**src/rtl/soc_rst_pkg.sv**
```systemverilog
// Shared state encoding, reset-cause bit positions and sizing helper for the SoC reset sequencer.
package soc_rst_pkg;

    typedef enum logic [1:0] {
        ASSERT    = 2'd0,
        WAIT_LOCK = 2'd1,
        RELEASE   = 2'd2,
        RUN       = 2'd3
    } rst_state_e;

    localparam int CAUSE_W    = 5;
    localparam int CAUSE_POR  = 0;
    localparam int CAUSE_EXT  = 1;
    localparam int CAUSE_LOCK = 2;
    localparam int CAUSE_SW   = 3;
    localparam int CAUSE_WDT  = 4;

    localparam logic [CAUSE_W-1:0] CAUSE_RST_VAL = 5'b00001;

    function automatic int max3(input int a, input int b, input int c);
        int m;
        m = (a > b) ? a : b;
        return (m > c) ? m : c;
    endfunction

endpackage

```
**src/rtl/soc_reset_sequencer_if.sv**
```systemverilog
// Request/status bundle between the SoC reset sequencer and its surroundings.
// Watchdog controls are present only when SOC_RST_WDT_EN is defined.
interface soc_reset_sequencer_if #(
    parameter int N_DOM = 3
);
    logic                            ext_rst_req;
    logic                            sw_rst_req;
    logic                            pll_locked;
    logic                            cause_clr;
    logic [N_DOM-1:0]                rst_out;
    logic                            seq_done;
    logic [soc_rst_pkg::CAUSE_W-1:0] rst_cause;

`ifdef SOC_RST_WDT_EN
    logic wdt_arm;
    logic wdt_kick;

    modport master (
        output ext_rst_req, sw_rst_req, pll_locked, cause_clr, wdt_arm, wdt_kick,
        input  rst_out, seq_done, rst_cause
    );
    modport slave (
        input  ext_rst_req, sw_rst_req, pll_locked, cause_clr, wdt_arm, wdt_kick,
        output rst_out, seq_done, rst_cause
    );
`else
    modport master (
        output ext_rst_req, sw_rst_req, pll_locked, cause_clr,
        input  rst_out, seq_done, rst_cause
    );
    modport slave (
        input  ext_rst_req, sw_rst_req, pll_locked, cause_clr,
        output rst_out, seq_done, rst_cause
    );
`endif
endinterface

```
**src/rtl/soc_rst_lock_filter.sv**
```systemverilog
// Counts consecutive pll_locked=1 cycles; done marks the cycle completing LOCK_FILT in a row.
module soc_rst_lock_filter #(
    parameter int LOCK_FILT = 4
) (
    input  logic clk,
    input  logic rst,
    input  logic clr,
    input  logic pll_locked,
    output logic done
);
    localparam int CNT_W = $clog2(LOCK_FILT + 1);

    logic [CNT_W-1:0] cnt;

    assign done = pll_locked && (cnt == CNT_W'(LOCK_FILT - 1));

    // Any low sample restarts the run; the count saturates once done.
    always_ff @(posedge clk) begin
        if (rst || clr || !pll_locked) begin
            cnt <= '0;
        end else if (!done) begin
            cnt <= cnt + 1'b1;
        end
    end

endmodule

```
**src/rtl/soc_reset_sequencer.sv**
```systemverilog
// SoC reset sequencer: reset stretch, filtered PLL lock, staggered domain release, cause capture.
// Optional watchdog reset source is built when SOC_RST_WDT_EN is defined.
module soc_reset_sequencer
    import soc_rst_pkg::*;
#(
    parameter int N_DOM       = 3,
    parameter int STRETCH_CYC = 16,
    parameter int LOCK_FILT   = 4,
    parameter int STEP_CYC    = 8,
    parameter int WDT_W       = 16
) (
    input  logic                 clk,
    input  logic                 rst,
    soc_reset_sequencer_if.slave bus
);
    localparam int CNT_W = $clog2(max3(STRETCH_CYC, LOCK_FILT, STEP_CYC) + 1);

    if (N_DOM < 1 || STRETCH_CYC < 1 || LOCK_FILT < 1 || STEP_CYC < 1 || WDT_W < 1) begin : g_param_check
        $error("soc_reset_sequencer: parameter out of range");
    end

    rst_state_e         state, state_nxt;
    logic [CNT_W-1:0]   tmr, tmr_nxt;
    logic [N_DOM-1:0]   rst_q, rst_nxt;
    logic [CAUSE_W-1:0] cause, cause_nxt, trig_bits;
    logic               trigger, lock_done, filt_clr, wdt_fire;

    assign filt_clr = (state != WAIT_LOCK);

    soc_rst_lock_filter #(.LOCK_FILT(LOCK_FILT)) u_lock_filter (
        .clk        (clk),
        .rst        (rst),
        .clr        (filt_clr),
        .pll_locked (bus.pll_locked),
        .done       (lock_done)
    );

`ifdef SOC_RST_WDT_EN
    logic [WDT_W-1:0] wdt_cnt;

    // A kick in the terminal-count cycle suppresses the fire.
    assign wdt_fire = (state == RUN) && !bus.wdt_kick && (&wdt_cnt);

    always_ff @(posedge clk) begin
        if (rst || state != RUN || bus.wdt_kick || trigger) begin
            wdt_cnt <= '0;
        end else if (bus.wdt_arm) begin
            wdt_cnt <= wdt_cnt + 1'b1;
        end
    end
`else
    assign wdt_fire = 1'b0;
`endif

    always_comb begin
        trig_bits             = '0;
        trig_bits[CAUSE_EXT]  = bus.ext_rst_req;
        trig_bits[CAUSE_SW]   = bus.sw_rst_req;
        trig_bits[CAUSE_LOCK] = (state == RELEASE || state == RUN) && !bus.pll_locked;
        trig_bits[CAUSE_WDT]  = wdt_fire;
    end

    assign trigger = |trig_bits;

    always_comb begin
        // NOTE: every signal written here gets a default first, so no path can infer a latch.
        state_nxt = state;
        tmr_nxt   = tmr;
        rst_nxt   = rst_q;
        cause_nxt = cause;
        if (trigger) begin
            state_nxt = ASSERT;
            tmr_nxt   = '0;
            rst_nxt   = '1;
            cause_nxt = (state == ASSERT) ? (cause | trig_bits) : trig_bits;
        end else begin
            if (bus.cause_clr) begin
                cause_nxt = '0;
            end
            unique case (state)
                ASSERT: begin
                    if (tmr == CNT_W'(STRETCH_CYC - 1)) begin
                        state_nxt = WAIT_LOCK;
                        tmr_nxt   = '0;
                    end else begin
                        tmr_nxt = tmr + 1'b1;
                    end
                end
                WAIT_LOCK: begin
                    if (lock_done) begin
                        rst_nxt   = rst_q << 1;
                        tmr_nxt   = '0;
                        state_nxt = (rst_nxt == '0) ? RUN : RELEASE;
                    end
                end
                RELEASE: begin
                    // Domains release low index first by shifting the asserted mask up.
                    if (tmr == CNT_W'(STEP_CYC - 1)) begin
                        rst_nxt = rst_q << 1;
                        tmr_nxt = '0;
                        if (rst_nxt == '0) begin
                            state_nxt = RUN;
                        end
                    end else begin
                        tmr_nxt = tmr + 1'b1;
                    end
                end
                RUN: begin
                end
            endcase
        end
    end

    always_ff @(posedge clk) begin
        // NOTE: state registers use non-blocking assignments so each one samples pre-edge values.
        if (rst) begin
            state <= ASSERT;
            tmr   <= '0;
            rst_q <= '1;
            cause <= CAUSE_RST_VAL;
        end else begin
            state <= state_nxt;
            tmr   <= tmr_nxt;
            rst_q <= rst_nxt;
            cause <= cause_nxt;
        end
    end

    assign bus.rst_out   = rst_q;
    assign bus.seq_done  = (state == RUN);
    assign bus.rst_cause = cause;

endmodule
```
**src/flat_wrapper.sv**
```systemverilog
// flat-port wrapper written by rule: the top's interface ports become plain ports
module soc_reset_sequencer_flat import soc_rst_pkg::*;
#(
    parameter int N_DOM       = 3,
    parameter int STRETCH_CYC = 16,
    parameter int LOCK_FILT   = 4,
    parameter int STEP_CYC    = 8,
    parameter int WDT_W       = 16
)
  (clk, rst, bus_ext_rst_req, bus_sw_rst_req, bus_pll_locked, bus_cause_clr, bus_rst_out, bus_seq_done, bus_rst_cause);
  soc_reset_sequencer_if #(.N_DOM(N_DOM)) bus_i ();
  input  logic clk;
  input  logic rst;
  input wire logic [$bits(bus_i.ext_rst_req)-1:0] bus_ext_rst_req;
  input wire logic [$bits(bus_i.sw_rst_req)-1:0] bus_sw_rst_req;
  input wire logic [$bits(bus_i.pll_locked)-1:0] bus_pll_locked;
  input wire logic [$bits(bus_i.cause_clr)-1:0] bus_cause_clr;
  output wire logic [$bits(bus_i.rst_out)-1:0] bus_rst_out;
  output wire logic [$bits(bus_i.seq_done)-1:0] bus_seq_done;
  output wire logic [$bits(bus_i.rst_cause)-1:0] bus_rst_cause;
  assign bus_i.ext_rst_req = bus_ext_rst_req;
  assign bus_i.sw_rst_req = bus_sw_rst_req;
  assign bus_i.pll_locked = bus_pll_locked;
  assign bus_i.cause_clr = bus_cause_clr;
  assign bus_rst_out = bus_i.rst_out;
  assign bus_seq_done = bus_i.seq_done;
  assign bus_rst_cause = bus_i.rst_cause;
  soc_reset_sequencer #(.N_DOM(N_DOM), .STRETCH_CYC(STRETCH_CYC), .LOCK_FILT(LOCK_FILT), .STEP_CYC(STEP_CYC), .WDT_W(WDT_W)) u_core (.clk(clk), .rst(rst), .bus(bus_i));
endmodule
```
**config.mk**
```make
export PLATFORM = sky130hd
export DESIGN_NAME = soc_reset_sequencer_flat
export DESIGN_NICKNAME = d
export VERILOG_FILES = /design/src/rtl/soc_rst_pkg.sv /design/src/rtl/soc_reset_sequencer_if.sv /design/src/rtl/soc_rst_lock_filter.sv /design/src/rtl/soc_reset_sequencer.sv /design/src/flat_wrapper.sv
export SDC_FILE = /design/constraint.sdc
export NUM_CORES = 1
export LEC_CHECK = 0
export CORE_UTILIZATION = 53
export DETAILED_ROUTE_END_ITERATION = 10
export PLACE_DENSITY = 0.86
export SLEW_MARGIN = 20
export SYNTH_ARGS = -nofsm -noshare
export SYNTH_HDL_FRONTEND = slang
export SYNTH_HIERARCHICAL = 1
export SYNTH_SLANG_ARGS = --single-unit
```
**constraint.sdc**
```tcl
create_clock -name clk -period 3.8 [get_ports clk]
set_clock_uncertainty 0.1 [all_clocks]
set_input_delay 1.14 -clock clk [delete_from_list [all_inputs] [get_ports clk]]
set_output_delay 1.14 -clock clk [all_outputs]
set_load 0.05 [all_outputs]
```
==> metrics.yaml <==
run_status:
  outcome: "finished, final reports clean"
global_route:
  gr-total-overflow: 0
  grt_pass1_vias: 715
  grt_start_max_net_pins: 10
  grt_usage_pct: 21.7
  grt_first_pass_wirelength_um: 3170
  grt_antenna_before_repair: 0
synth:
  synth_area_um2: 963
  synth.net_count: 126
  ys_seq_area_share_pct: 35.3
  yosys-top-cells-area: "dfxtp_1, ha_1, a21oi_1"
  ys_warn_count: 6
  synth_edf_count: 0
  syn_avg_cell_area_um2: 8.68
  synth_cell_types: 39
  syn_inst: 111
  synth_top_area_share_pct: 35.3
  ys_ff_latch: 17
  yosys.area.top_type: "dfxtp_1"
  ys.flop_type: "dfxtp_1"
  async_flop_share_pct: 0
final_layout:
  most-common-layout-cells: "dfxtp_1, clkdlybuf4s50_1, inv_1"
  area_growth_syn_to_layout_pct: 17.8
  layout_commonest_cell: "dfxtp_1"
  fin_cells: 150
  final_net_count: 141
  drive_gt1_share_pct: 7.20
  diodes: 0
clocking:
  cts_tree: "built"
  cts_made_buffers: 3
  cts_hold_buffers: 0
  cts_resized: 0
  clkLatencyLatePin_ps: 290
  cts_setup_buffers: 0
  cts_max_level: 1
  cts_root_buf: "clkbuf_4"
  clock_path_buffers: 2
  clkSlewWorstSetupHoldPaths_ps: 90
  cts_sinks: 17
pwr:
  p_per_area_nw_per_um2: 276
  p_leak_nw: 0.441
  ir_drop_mv: 0.210
critical_path:
  crit_buf_inv: 1
  cp_max_fo: 6
  slowest_delay_ps: 840
  cp_cell_sequence: "ha_1, clkdlybuf4s50_1"
  worst-setup-path-type: "reg -> out"
  worstSetupEndpointType: "output port"
  startpoint_type: "flop"
  worstPathRequired_ps: 2560
  arrival_ps: 1830
  path_delay_family: "buffers and inverters"
  worst_path_max_delay_cell: "clkdlybuf4s50_1"
timing:
  hold_violations: 0
  maxSlewViolCount: 0
  relSlewSlack_pct: 58.0
  rsz0062_at_grt: "false"
  finalSetupViolCount: 0
  worstMarginPinSlew_ps: 621
  period_share_pct: 80.9
  setup_tns_ps: 0
  finalCriticalPeriod_ps: 3070
  clock.fmax_ghz: 0.325
floorplanning:
  core_um2: 1710
  die_area_um2: 1990
  rows: 15
  die_x_um: 44.6
  die_h_um: 44.6
  initial_utilization_pct: 56.4
  ioPinCount: 15
place:
  dp.cells: 146
  routabilityCongestion: 0.897
  io_buffers: 13
  hpwl_um: 1410
route:
  drt_first_iter_violations: 19
  drc: 0
  dr_total_vias: 812
  routed_wl_um: 1850
  viasPerCell: 5.41
  ant_nets: 0
  drtPass1Iterations: 4
  routedWlPerCell_um: 12.3
run:
  cap_violations: 0
hold_path:
  hp-class: "reg -> reg"
[worst paths after layout]
check	start	endpoint	slack, ps	cells after the start
worst max-delay path	u_core/state[0]	bus_seq_done	730	2
worst min-delay path	u_core/bus.rst_cause[3]	u_core/bus.rst_cause[3]	380	2
worst max register to register	u_core/u_lock_filter/cnt[0]	u_core/tmr[3]	1560	7
worst min register to register	u_core/bus.rst_cause[3]	u_core/bus.rst_cause[3]	380	2
[cell usage after synthesis, types with 3 or more instances]
cell,n
o21ai_0,3
ha_1,9
nand3_1,3
nand2_1,9
a21oi_1,9
nor2b_1,3
dfxtp_1,17
nor2_1,6
mux2i_1,4
inv_1,11
[routing by layer]
metal  routed length (um)  share of wire, %  global-route usage, %
met5                    0                 0                      0
met4                   12              0.65                   9.09
met3                   87               4.7                   3.67
met2                  878                47                   35.9
met1                  871                47                   27.8
[worst reg2reg max path: stages, from the launching register on]
cell     delay, ps
dfxtp_1        370
ha_1           160
ha_1           270
and2_2         230
nor2b_4         50
or2_0          300
or4_1          530
a31oi_1        160
[registers in the layout, summed over array words and instances, names as in the netlist]
name                      flops
u_core/state                  2
u_core/u_lock_filter/cnt      3
u_core/bus.rst_out            3
u_core/bus.rst_cause          4
u_core/tmr                    5
[logic make-up (layout without fill, tap and decap cells)]
logic type / count (synthesis) / after routing / synth area share, %
compound gates: 26 / 26 / 17.7
other cells: 1 / 1 / 0.389
xor+xnor: 1 / 1 / 0.909
flops: 17 / 17 / 35.3
mux: 4 / 4 / 4.16
simple gates: 39 / 39 / 23.9
fa+ha+maj: 9 / 9 / 11.7
buf+inv: 14 / 28 / 5.97
[where the power goes]
part	internal [mW]	switching (mW)	leakage (nW)
sequential	0.181	0.00165	0.138
combinational	0.0133	0.0199	0.288
clock	0.0408	0.0559	0.0150
[cell type report]
type | count | area (um2)
Clock buffer | 4 | 26.3
Fill cell | 147 | 573
Inverter | 11 | 41.3
Multi-Input combinational cell | 80 | 566
Sequential cell | 17 | 340
Tap cell | 25 | 31.3
Timing Repair Buffer | 13 | 130
[stage by stage]
| step | hold slack, ps | power [mW] | util [%] | setup slack (ps) | instance area, um2 |
|---|---|---|---|---|---|
| after global routing | 393 | 0.325 | 66.4 | 652 | 1130 |
| after detailed placement | 364 | 0.220 | 64.9 | 746 | 1110 |
| after floorplan | 349 | 0.207 | - | 1340 | 963 |
| final | 376 | 0.313 | 66.4 | 726 | 1130 |
| after global placement | 349 | 0.220 | 64.9 | 800 | 1110 |
| after CTS | 382 | 0.317 | 66.4 | 717 | 1130 |
Note: power is estimated with default switching activity, not from simulation.
